`src/rtl/c3po_pkg.sv`:
```
// Shared types for the C-3PO egress merge: the buffered word format and arbiter states.
package c3po_pkg;

  localparam int C3PO_WORD_BYTES = 32;
  localparam int C3PO_DATA_W     = C3PO_WORD_BYTES * 8;

  typedef struct packed {
    logic                   sop;
    logic                   eop;
    logic [7:0]             vbc;
    logic [C3PO_DATA_W-1:0] data;
  } c3po_word_t;

  typedef enum logic {
    ARB_IDLE = 1'b0,
    ARB_XFER = 1'b1
  } c3po_arb_state_t;

  // Port index increment that wraps at ports-1 back to zero.
  function automatic logic [3:0] port_inc(input logic [3:0] p, input int ports);
    return (int'(p) == ports - 1) ? 4'd0 : p + 4'd1;
  endfunction

endpackage

```
`src/rtl/c3po_sync_fifo.sv`:
```
// Single-clock FIFO with extended pointers; the pointer MSB separates full from empty.
module c3po_sync_fifo #(
  parameter int WIDTH = 266,
  parameter int DEPTH = 4
) (
  input  logic             clk,
  input  logic             reset_L,
  input  logic             push,
  input  logic             pop,
  input  logic [WIDTH-1:0] wdata,
  output logic [WIDTH-1:0] head,
  output logic             empty,
  output logic             full
);

  localparam int AW = $clog2(DEPTH);

  logic [AW:0]      wr_ptr;
  logic [AW:0]      rd_ptr;
  logic [WIDTH-1:0] mem [DEPTH];
  logic             do_push;
  logic             do_pop;

  assign empty   = (wr_ptr == rd_ptr);
  assign full    = (wr_ptr[AW] != rd_ptr[AW]) && (wr_ptr[AW-1:0] == rd_ptr[AW-1:0]);
  assign head    = mem[rd_ptr[AW-1:0]];
  assign do_pop  = pop & ~empty;
  // A full FIFO still accepts a word when the head leaves in the same cycle.
  assign do_push = push & (~full | do_pop);

  always_ff @(posedge clk or negedge reset_L) begin
    if (!reset_L) begin
      wr_ptr <= '0;
      rd_ptr <= '0;
    end else begin
      if (do_push) wr_ptr <= wr_ptr + (AW+1)'(1);
      if (do_pop)  rd_ptr <= rd_ptr + (AW+1)'(1);
    end
  end

  always_ff @(posedge clk) begin
    if (do_push) mem[wr_ptr[AW-1:0]] <= wdata;
  end

endmodule

```
`src/rtl/c3po_egress_merge.sv`:
```
// Merges per-port unpacker word streams onto one egress bus with packet-atomic round-robin.
// Egress handshake: a word transfers on a rising edge where out_val & out_ready; while
// out_val & !out_ready every out_* field holds, and all fields read zero when out_val=0.
module c3po_egress_merge
  import c3po_pkg::*;
#(
  parameter int PORTS_P      = 4,
  parameter int FIFO_DEPTH_P = 4
) (
  input  logic                             clk,
  input  logic                             reset_L,
  input  logic [PORTS_P-1:0]               in_val,
  input  logic [PORTS_P-1:0]               in_sop,
  input  logic [PORTS_P-1:0]               in_eop,
  input  logic [PORTS_P*8-1:0]             in_vbc,
  input  logic [PORTS_P*C3PO_DATA_W-1:0]   in_data,
  input  logic                             out_ready,
  output logic                             out_val,
  output logic                             out_sop,
  output logic                             out_eop,
  output logic [7:0]                       out_vbc,
  output logic [C3PO_DATA_W-1:0]           out_data,
  output logic [3:0]                       out_port,
  output logic [PORTS_P-1:0]               ovf,
  output logic [PORTS_P-1:0]               nosop_err,
  output logic                             idle,
  output c3po_arb_state_t                  arb_state,
  output logic [3:0]                       arb_rr
);

  c3po_arb_state_t state, state_nx;
  logic [3:0]      gnt, gnt_nx;
  logic [3:0]      rr_ptr, rr_nx;

  logic [PORTS_P-1:0] empty;
  logic [PORTS_P-1:0] full;
  logic [PORTS_P-1:0] push;
  logic [PORTS_P-1:0] pop;
  logic [PORTS_P-1:0] discard;
  c3po_word_t         wr_word [PORTS_P];
  c3po_word_t         head    [PORTS_P];

  c3po_word_t sel;
  logic       sel_empty;
  logic       found;
  logic [4:0] idx;

  for (genvar g = 0; g < PORTS_P; g++) begin : g_port
    assign wr_word[g] = '{sop:  in_sop[g],
                          eop:  in_eop[g],
                          vbc:  in_vbc[g*8 +: 8],
                          data: in_data[g*C3PO_DATA_W +: C3PO_DATA_W]};
    assign push[g] = in_val[g] & (~full[g] | pop[g]);

    c3po_sync_fifo #(
      .WIDTH($bits(c3po_word_t)),
      .DEPTH(FIFO_DEPTH_P)
    ) u_fifo (
      .clk    (clk),
      .reset_L(reset_L),
      .push   (push[g]),
      .pop    (pop[g]),
      .wdata  (wr_word[g]),
      .head   (head[g]),
      .empty  (empty[g]),
      .full   (full[g])
    );
  end

  always_comb begin
    sel       = '0;
    sel_empty = 1'b1;
    for (int i = 0; i < PORTS_P; i++) begin
      if (gnt == 4'(i)) begin
        sel       = head[i];
        sel_empty = empty[i];
      end
    end
  end

  always_ff @(posedge clk or negedge reset_L) begin
    if (!reset_L) begin
      state  <= ARB_IDLE;
      gnt    <= '0;
      rr_ptr <= '0;
    end else begin
      state  <= state_nx;
      gnt    <= gnt_nx;
      rr_ptr <= rr_nx;
    end
  end

  always_comb begin
    state_nx = state;
    gnt_nx   = gnt;
    rr_nx    = rr_ptr;
    pop      = '0;
    discard  = '0;
    found    = 1'b0;
    idx      = '0;
    out_val  = 1'b0;
    out_sop  = 1'b0;
    out_eop  = 1'b0;
    out_vbc  = '0;
    out_data = '0;
    out_port = '0;
    case (state)
      ARB_IDLE: begin
        // Outside a packet every head should be a packet start; anything else is junk.
        for (int i = 0; i < PORTS_P; i++) begin
          discard[i] = ~empty[i] & ~head[i].sop;
        end
        pop = discard;
        for (int k = 0; k < PORTS_P; k++) begin
          idx = {1'b0, rr_ptr} + 5'(k);
          if (idx >= 5'(PORTS_P)) idx = idx - 5'(PORTS_P);
          for (int i = 0; i < PORTS_P; i++) begin
            if (!found && idx == 5'(i) && !empty[i] && head[i].sop) begin
              found  = 1'b1;
              gnt_nx = 4'(i);
            end
          end
        end
        if (found) state_nx = ARB_XFER;
      end
      ARB_XFER: begin
        out_val = ~sel_empty;
        if (out_val) begin
          out_sop  = sel.sop;
          out_eop  = sel.eop;
          out_vbc  = sel.vbc;
          out_data = sel.data;
          out_port = gnt;
        end
        // Only eop closes the packet; a stray mid-packet sop is forwarded as-is.
        for (int i = 0; i < PORTS_P; i++) begin
          pop[i] = (gnt == 4'(i)) & out_val & out_ready;
        end
        if (out_val && out_ready && sel.eop) begin
          state_nx = ARB_IDLE;
          rr_nx    = port_inc(gnt, PORTS_P);
        end
      end
      default: state_nx = ARB_IDLE;
    endcase
  end

  always_ff @(posedge clk or negedge reset_L) begin
    if (!reset_L) begin
      ovf       <= '0;
      nosop_err <= '0;
    end else begin
      ovf       <= ovf | (in_val & full & ~pop);
      nosop_err <= nosop_err | discard;
    end
  end

  assign idle      = (state == ARB_IDLE) & (&empty);
  assign arb_state = state;
  assign arb_rr    = rr_ptr;

endmodule
```
`config.mk`:
```
export PLATFORM = sky130hd
export DESIGN_NAME = c3po_egress_merge
export DESIGN_NICKNAME = d
export VERILOG_FILES = /design/src/rtl/c3po_pkg.sv /design/src/rtl/c3po_sync_fifo.sv /design/src/rtl/c3po_egress_merge.sv
export SDC_FILE = /design/constraint.sdc
export NUM_CORES = 2
export LEC_CHECK = 0
export BUFFER_PORTS_ARGS = -buffer_cell sky130_fd_sc_hd__buf_2
export CAP_MARGIN = 10
export CORE_ASPECT_RATIO = 2
export CORE_MARGIN = 5
export CORE_UTILIZATION = 55
export DETAILED_ROUTE_END_ITERATION = 12
export PLACE_DENSITY = 0.74
export SYNTH_ARGS = -nofsm -noshare
export SYNTH_HDL_FRONTEND = slang
export SYNTH_MEMORY_MAX_BITS = 65536
export SYNTH_SLANG_ARGS = --single-unit
export TNS_END_PERCENT = 1
```
`constraint.sdc`:
```
create_clock -name clk -period 10.1 [get_ports clk]
set_input_delay 0.505 -clock clk [delete_from_list [all_inputs] [get_ports clk]]
set_output_delay 0.505 -clock clk [all_outputs]
set_load 0.005 [all_outputs]
```
Word-level counts from Yosys, hierarchy flattened
Memories as Yosys holds them, arrays and structs flattened.
Index checks and enable logic that the tools add are counted.
{"block": "totals", "ff_bits": 41, "ram_bits": 4256, "out_inout_bits": 285, "n_memories": 4}
{"block": "op_classes", "n_addsub": 16, "magnitude_cmp": 4, "eq_ne": 28, "muxes": 89, "bitwise_logic": 52, "reduce_logical": 81}
{"memory": "g_port[0].u_fifo.mem", "words": 4, "word_bits": 266, "rd": 1, "rd_clocked_by_memory_dff": 0, "write_ports": 1, "line_no": "c3po_sync_fifo.sv:20", "source": "logic [WIDTH-1:0] mem [DEPTH];"}
{"memory": "g_port[1].u_fifo.mem", "words": 4, "word_bits": 266, "rd": 1, "rd_clocked_by_memory_dff": 0, "write_ports": 1, "line_no": "c3po_sync_fifo.sv:20"}
{"memory": "g_port[2].u_fifo.mem", "words": 4, "word_bits": 266, "rd": 1, "rd_clocked_by_memory_dff": 0, "write_ports": 1, "line_no": "c3po_sync_fifo.sv:20"}
{"memory": "g_port[3].u_fifo.mem", "words": 4, "word_bits": 266, "rd": 1, "rd_clocked_by_memory_dff": 0, "write_ports": 1, "line_no": "c3po_sync_fifo.sv:20"}
{"cell": "2-to-1 mux 266 bit", "n": 4}
{"cell": "2-to-1 mux 256 bit", "n": 2}
{"cell": "2-to-1 mux 4 bit", "n": 20}
{"cell": "logical AND 1 bit", "n": 53}
{"cell": "2-to-1 mux 1 bit", "n": 51}
{"cell": "== test 5 x 2 -> 1 bit, second input constant", "n": 8}
{"cell": "2-to-1 mux 5 bit", "n": 8}
{"cell": "AND 1 bit", "n": 25}
{"cell": "adder 3 x 1 -> 3 bit, second input constant", "n": 8}
{"cell": "== test 5 x 1 -> 1 bit, second input constant", "n": 4}
{"cell": "zero test 5 bit", "n": 4}
{"cell": "zero test 1 bit", "n": 19}
{"cell": "2-to-1 mux 8 bit", "n": 2}
{"cell": "nonzero test 16 bit", "n": 1}
{"cell": ">= comparator 5 x 3 -> 1 bit, second input constant", "n": 3}
{"cell": "subtractor 5 x 3 -> 5 bit, second input constant", "n": 3}
{"cell": "NOT 1 bit", "n": 14}
{"cell": "== test 3 bit", "n": 4}
{"cell": "adder 4 x 2 -> 5 bit, second input constant", "n": 2}
{"cell": "AND 4 bit", "n": 2}
{"cell": "== test 2 bit", "n": 4}
{"cell": "== test 4 x 2 -> 1 bit, second input constant", "n": 2}
{"cell": "bitwise OR 1 bit", "n": 8}
{"cell": "bitwise OR 4 bit", "n": 2}
{"cell": "13 further kinds", "n": 17}

Depth between registers and ports, before layout
{"block": "depth", "ltp_word": 100, "depth_mapped": 11, "mapped_depth_nobuf": 9}

By module
A second synthesis with hierarchy kept.
{"block": "hier_totals", "cells_unflattened": 7719, "area_unflattened_um2": 165800.3}
{"module": "c3po_sync_fifo at g_port[0].u_fifo ...", "instances": 3, "cells_each": 1436, "area_per_inst_um2": 38732.1, "seq_area_each_um2": 32100.8}
{"module": "c3po_sync_fifo at g_port[1].u_fifo", "instances": 1, "cells_each": 1433, "area_per_inst_um2": 38748.4, "seq_area_each_um2": 32100.8}
{"module": "c3po_egress_merge", "instances": 1, "cells_each": 1978, "area_per_inst_um2": 10855.4, "seq_area_each_um2": 325.3}

Least setup slack after synthesis
No wires, ideal clock.
{"block": "synth_path", "path_type": "flip-flop to flip-flop", "start": "register gnt[0]", "end": "memory g_port[1].u_fifo.mem[1][0] (enable)", "arrival_time_ns": 8.126, "path_slack_ns": 1.313, "path_stages_with_launch": 9, "synth_period_minus_slack_ns": 8.787, "path_cell_list": "dfrtp_1 > inv_1 > ha_1 > clkbuf_1 > clkinv_1 > a311o_2 > a2111oi_4 > o31a_4 > and2_1"}
{"block": "synth_via", "elab_chain_len": 14, "elab_cells_between_ends": 19, "cone_classes": "eq/ne (3); mux (7); bitwise (8); reduce/logical (1)"}
{"item": "start: declaration", "line_no": "c3po_egress_merge.sv:32", "source": "logic [3:0] gnt, gnt_nx;"}
{"item": "start signal: assignment", "line_no": "c3po_egress_merge.sv:88", "source": "gnt <= gnt_nx;"}
{"item": "zero test 4 bit", "line_no": "c3po_egress_merge.sv:74", "source": "if (gnt == 4'(i)) begin"}
{"item": "2-to-1 mux 1 bit (4 in series)", "line_no": "c3po_egress_merge.sv:74"}
{"item": "NOT 1 bit", "line_no": "c3po_egress_merge.sv:127", "source": "out_val = ~sel_empty;"}
{"item": "AND 1 bit (*) (2 in series)", "line_no": "c3po_egress_merge.sv:137", "source": "pop[i] = (gnt == 4'(i)) & out_val & out_ready;"}
{"item": "case mux 4 bit (2 select lines) (*)", "line_no": "c3po_egress_merge.sv:107", "source": "case (state)"}
{"item": "bitwise OR 1 bit / AND 1 bit (equally long branches)", "line_no": "c3po_egress_merge.sv:53, c3po_sync_fifo.sv:27"}
{"item": "AND 1 bit / bitwise OR 1 bit (equally long branches)", "line_no": "c3po_egress_merge.sv:53, c3po_sync_fifo.sv:29"}
{"item": "AND 1 bit (*)", "line_no": "c3po_sync_fifo.sv:29", "source": "assign do_push = push & (~full | do_pop);"}
{"item": "2-to-1 mux 1 bit (*)", "line_no": "c3po_sync_fifo.sv:42", "source": "if (do_push) mem[wr_ptr[AW-1:0]] <= wdata;"}
{"item": "2-to-1 mux 1 bit (not written as such) (*)", "line_no": "c3po_sync_fifo.sv:42"}
{"item": "end: declaration", "line_no": "c3po_sync_fifo.sv:20"}
Mark *: on every way between the ends. The rest lies on a longest branch, timed or not.

Final worst setup path
{"block": "layout_path", "start": "register gnt[0]", "end": "output port out_data[61]"}
{"block": "layout_via", "elab_chain_len": 7, "elab_cells_between_ends": 14, "cone_classes": "eq/ne (3); mux (10); reduce/logical (1)"}
{"item": "zero test 4 bit", "line_no": "c3po_egress_merge.sv:74"}
{"item": "2-to-1 mux 266 bit / 2-to-1 mux 1 bit (equally long branches) (4 in series)", "line_no": "c3po_egress_merge.sv:74"}
{"item": "2-to-1 mux 256 bit (*)", "line_no": "c3po_egress_merge.sv:128", "source": "if (out_val) begin"}
{"item": "2-to-1 mux 256 bit (*)", "line_no": "c3po_egress_merge.sv:107"}
{"item": "end: declaration", "line_no": "c3po_egress_merge.sv:22", "source": "output logic [C3PO_DATA_W-1:0] out_data,"}
Marks and branches as above.

==> summary.txt <==
CTS
  – Max H-tree Level: 5
  – Clk root buf: clkbuf_16
  – Clock slew at reported path FFs: around 60 ps
  – Worst skew pair latency: approximately 920 ps
  – Clock sink total: 4293
  – Num CTS Buffers: between 300 and 400
  – Setup Buffers After CTS: 0
  – CTS tree: built
  – Maximum clock path buffer count: 4

Layout
  – Commonest non-fill, non-tap cells in the layout: edfxtp_1, buf_2, dlygate4sd3_1
  – Layout area overhead: 21.2%
  – Leading cell type in the layout, fill and taps excluded: edfxtp_1
  – Layout cells sized above 1: 31.0%
  – Layout Cells excl Fill: 14300
  – Final #Nets: between 10000 and 15000

STA
  – Slew @ Worst Pin: 1440 ps
  – Maximum clock frequency: between 100 and 150 MHz
  – Final Critical Period: 6790 ps
  – Slew HR: 3.55%
  – Slack of the critical path: 3310 ps
  – Skew final: 68.6 ps
  – Setup TNS: 0 ps
  – RSZ-0062 raised after global routing: no
  – Final period util: 67.2%
  – Max-slew violations: 0
  – Final hold violation count: 0
  – Final setup violating endpoints: 0

Setup path
  – Slowest Stage Delay on Critical Path: 990 ps
  – CP arrival: 6280 ps
  – Worst R2R End: g_port[2].u_fifo.mem[1][217]
  – CP Data Required Time: 9600 ps
  – Crit path cell chain: inv_1 -> ha_4 -> buf_4 -> buf_4 -> buf_4 -> a221oi_1 -> nor3_1 -> a21oi_1 -> nor2_1 -> buf_2
  – Max FO, Critical Path: 49
  – CP startpoint kind: register
  – Path depth of the worst reg2reg path: 10
  – R2R Setup Slk: about 4400 ps
  – Critical-path top delay cell: nor2_1
  – FF-to-FF Start: gnt[1]
  – CP Class: reg2out
  – Crit-path most repeated cell: buf_4
  – CP endpoint kind: output pin

Global routing
  – GRT overflow: 0
  – Pin count of the biggest net entering global routing: between 100 and 150
  – Initial antenna violation count: 301
  – Vias in the first global route: 94400
  – Global-route wire length before repair: 722 mm
  – Total GRT Usage: around a third

Run status
  – Outcome: complete, no violations

Power and ir drop
  – Maximum VDD drop: 0.317 mV
  – Leakage power: 65.7 nW
  – Pwr/cell area: 314 nW/um^2

Hold path
  – Hold endpoint: g_port[3].u_fifo.rd_ptr[0]
  – Hold depth: 5
  – Hold Path Origin: out_ready
  – Min-Delay Path Class: in2reg

Routing
  – DRT antenna net count: 0
  – Vias post-DR: 93800
  – Initial DRC count: about 14000
  – DR pass1 iterations: 12
  – Post-Route WL: 522 mm
  – DRC viols: 0
  – Vias per std cell: 6.58
  – WL/cell: 36.6 um

Logic synthesis
  – Yosys top cell by area: edfxtp_1
  – Cells after synthesis: 7350
  – Ys Warns: 0
  – Seq/Total Area, Yosys: about 79%
  – Top post-synthesis cells by area: edfxtp_1, mux4_2, a221oi_1
  – Mean Syn Cell Area: approximately 22 um^2
  – Synthesized cell area: 163000 um^2
  – Most used flip-flop cell after synthesis: edfxtp_1
  – Number of synthesized flops with an enable pin: 4256
  – Netlist cell types: 63
  – Synth Register Bits: 4293
  – Async SR Flop Fraction: 0.862%
  – Top cell type's share of synthesized area: 78.3%

Job
  – Max-Cap Viols: 0

Placement
  – Dpl cells: about 12000
  – HPWL Detailed: ~340 mm
  – Dpl ws: 4340 ps
  – I/O Buffers: ~1400
  – Global placer's final weighted congestion: between 1 and 1.5

Floorplanning
  – Core area: 296000 um^2
  – Die area: 308000 um^2
  – Initial Utilization: about 55%
  – Die Height: 780 um
  – IO Count: between 1000 and 1500
  – Rows: 283
  – Die width: between 300 and 400 um
-- kinds of logic after synthesis --
family          count (synthesis)  share of synthesized area [%]
flops                        4293                           78.9
mux                          1073                           14.7
simple gates                  866                           2.27
compound gates                585                           2.53
buf+inv                       476                           1.20
xor+xnor                       28                          0.169
fa+ha+maj                      27                          0.205
other cells                     2                        0.00460
-- final cells by class --
type / count / area [um^2]
antenna: 291 / 728
tap: 3847 / 4810
fill: 18200 / 98600
timing repair buffer: 2572 / 18900
sequential: 4293 / 129000
clock inverter: 224 / 2370
clock buffer: 427 / 9370
inverter: 22 / 113
multi-input combinational: 2585 / 32600
-- cell usage after synthesis (all sizes together) (14+ instances only) --
cell type,instances
edfxtp,4256
nor3,273
nor2,547
a221oi,266
dfrtp,37
xnor2,14
clkbuf,299
inv,21
mux4,1064
ha,26
xor2,14
a21oi,269
buf,155
-- flip-flops by register name, summed over array words and instances (netlist names) --
| register | count |
|---|---|
| ovf | 4 |
| g_port.u_fifo.mem | 4256 |
| g_port.u_fifo.wr_ptr | 12 |
| arb_state | 1 |
| g_port.u_fifo.rd_ptr | 12 |
| nosop_err | 4 |
| gnt | 2 |
| arb_rr | 2 |
-- report_power, final --
group          switching [W]  leakage (nW)  total [W]  internal, W
logic                 0.0147          20.6     0.0226      0.00789
registers            0.00123          39.4     0.0253       0.0241
clock network        0.00642          5.68     0.0141      0.00769
-- worst max path at each step --
stage / startpoint / end / slack (ps) / depth (start not counted)
final: gnt[0] / out_data[61] / 3310 / 10
after floorplan: gnt[0] / g_port[1].u_fifo.mem[1][0] / 1310 / 8
after global placement: gnt[0] / out_data[63] / 4340 / 10
after global routing: gnt[0] / out_data[61] / 3280 / 10
after detailed placement: gnt[1] / g_port[0].u_fifo.mem[3][197] / 4340 / 10
after CTS: gnt[0] / out_data[61] / 3510 / 10
-- worst max-delay path: cells and delay by family, from the launching register on --
family / cells / cell delay, ps
AOI/OAI and AO/OA: 2 / 240
DFF: 1 / 480
buffers and inverters: 5 / 2630
adders and majority gates: 1 / 570
and+or+nand+nor: 2 / 1280
-- timing repair --
item | CTS | global route
endpoints found under the hold margin | 4298 | 0
hold buffers | 1069 | 0
resized for setup | 0 | 0
-- metal layers --
metal  wire length, um  GRT usage [%]  up-vias
li1                  -              -    36400
met2            255000           53.9     7674
met4             33100           16.8      122
met5               773              0        -
met1            168000           41.1    48300
met3             65400           9.21     1349
-- stage by stage --
step	instance area, um^2	hold WS, ps	power, W	utilization, %
global placement	175000	451	0.0468	58.9
CTS	197000	204	0.0617	66.5
floorplan	163000	209	0.0386	-
detailed placement	175000	459	0.0473	58.9
global route	197000	271	0.0639	66.6
finish	198000	297	0.0621	66.7
(Power assumes the default switching activity.)
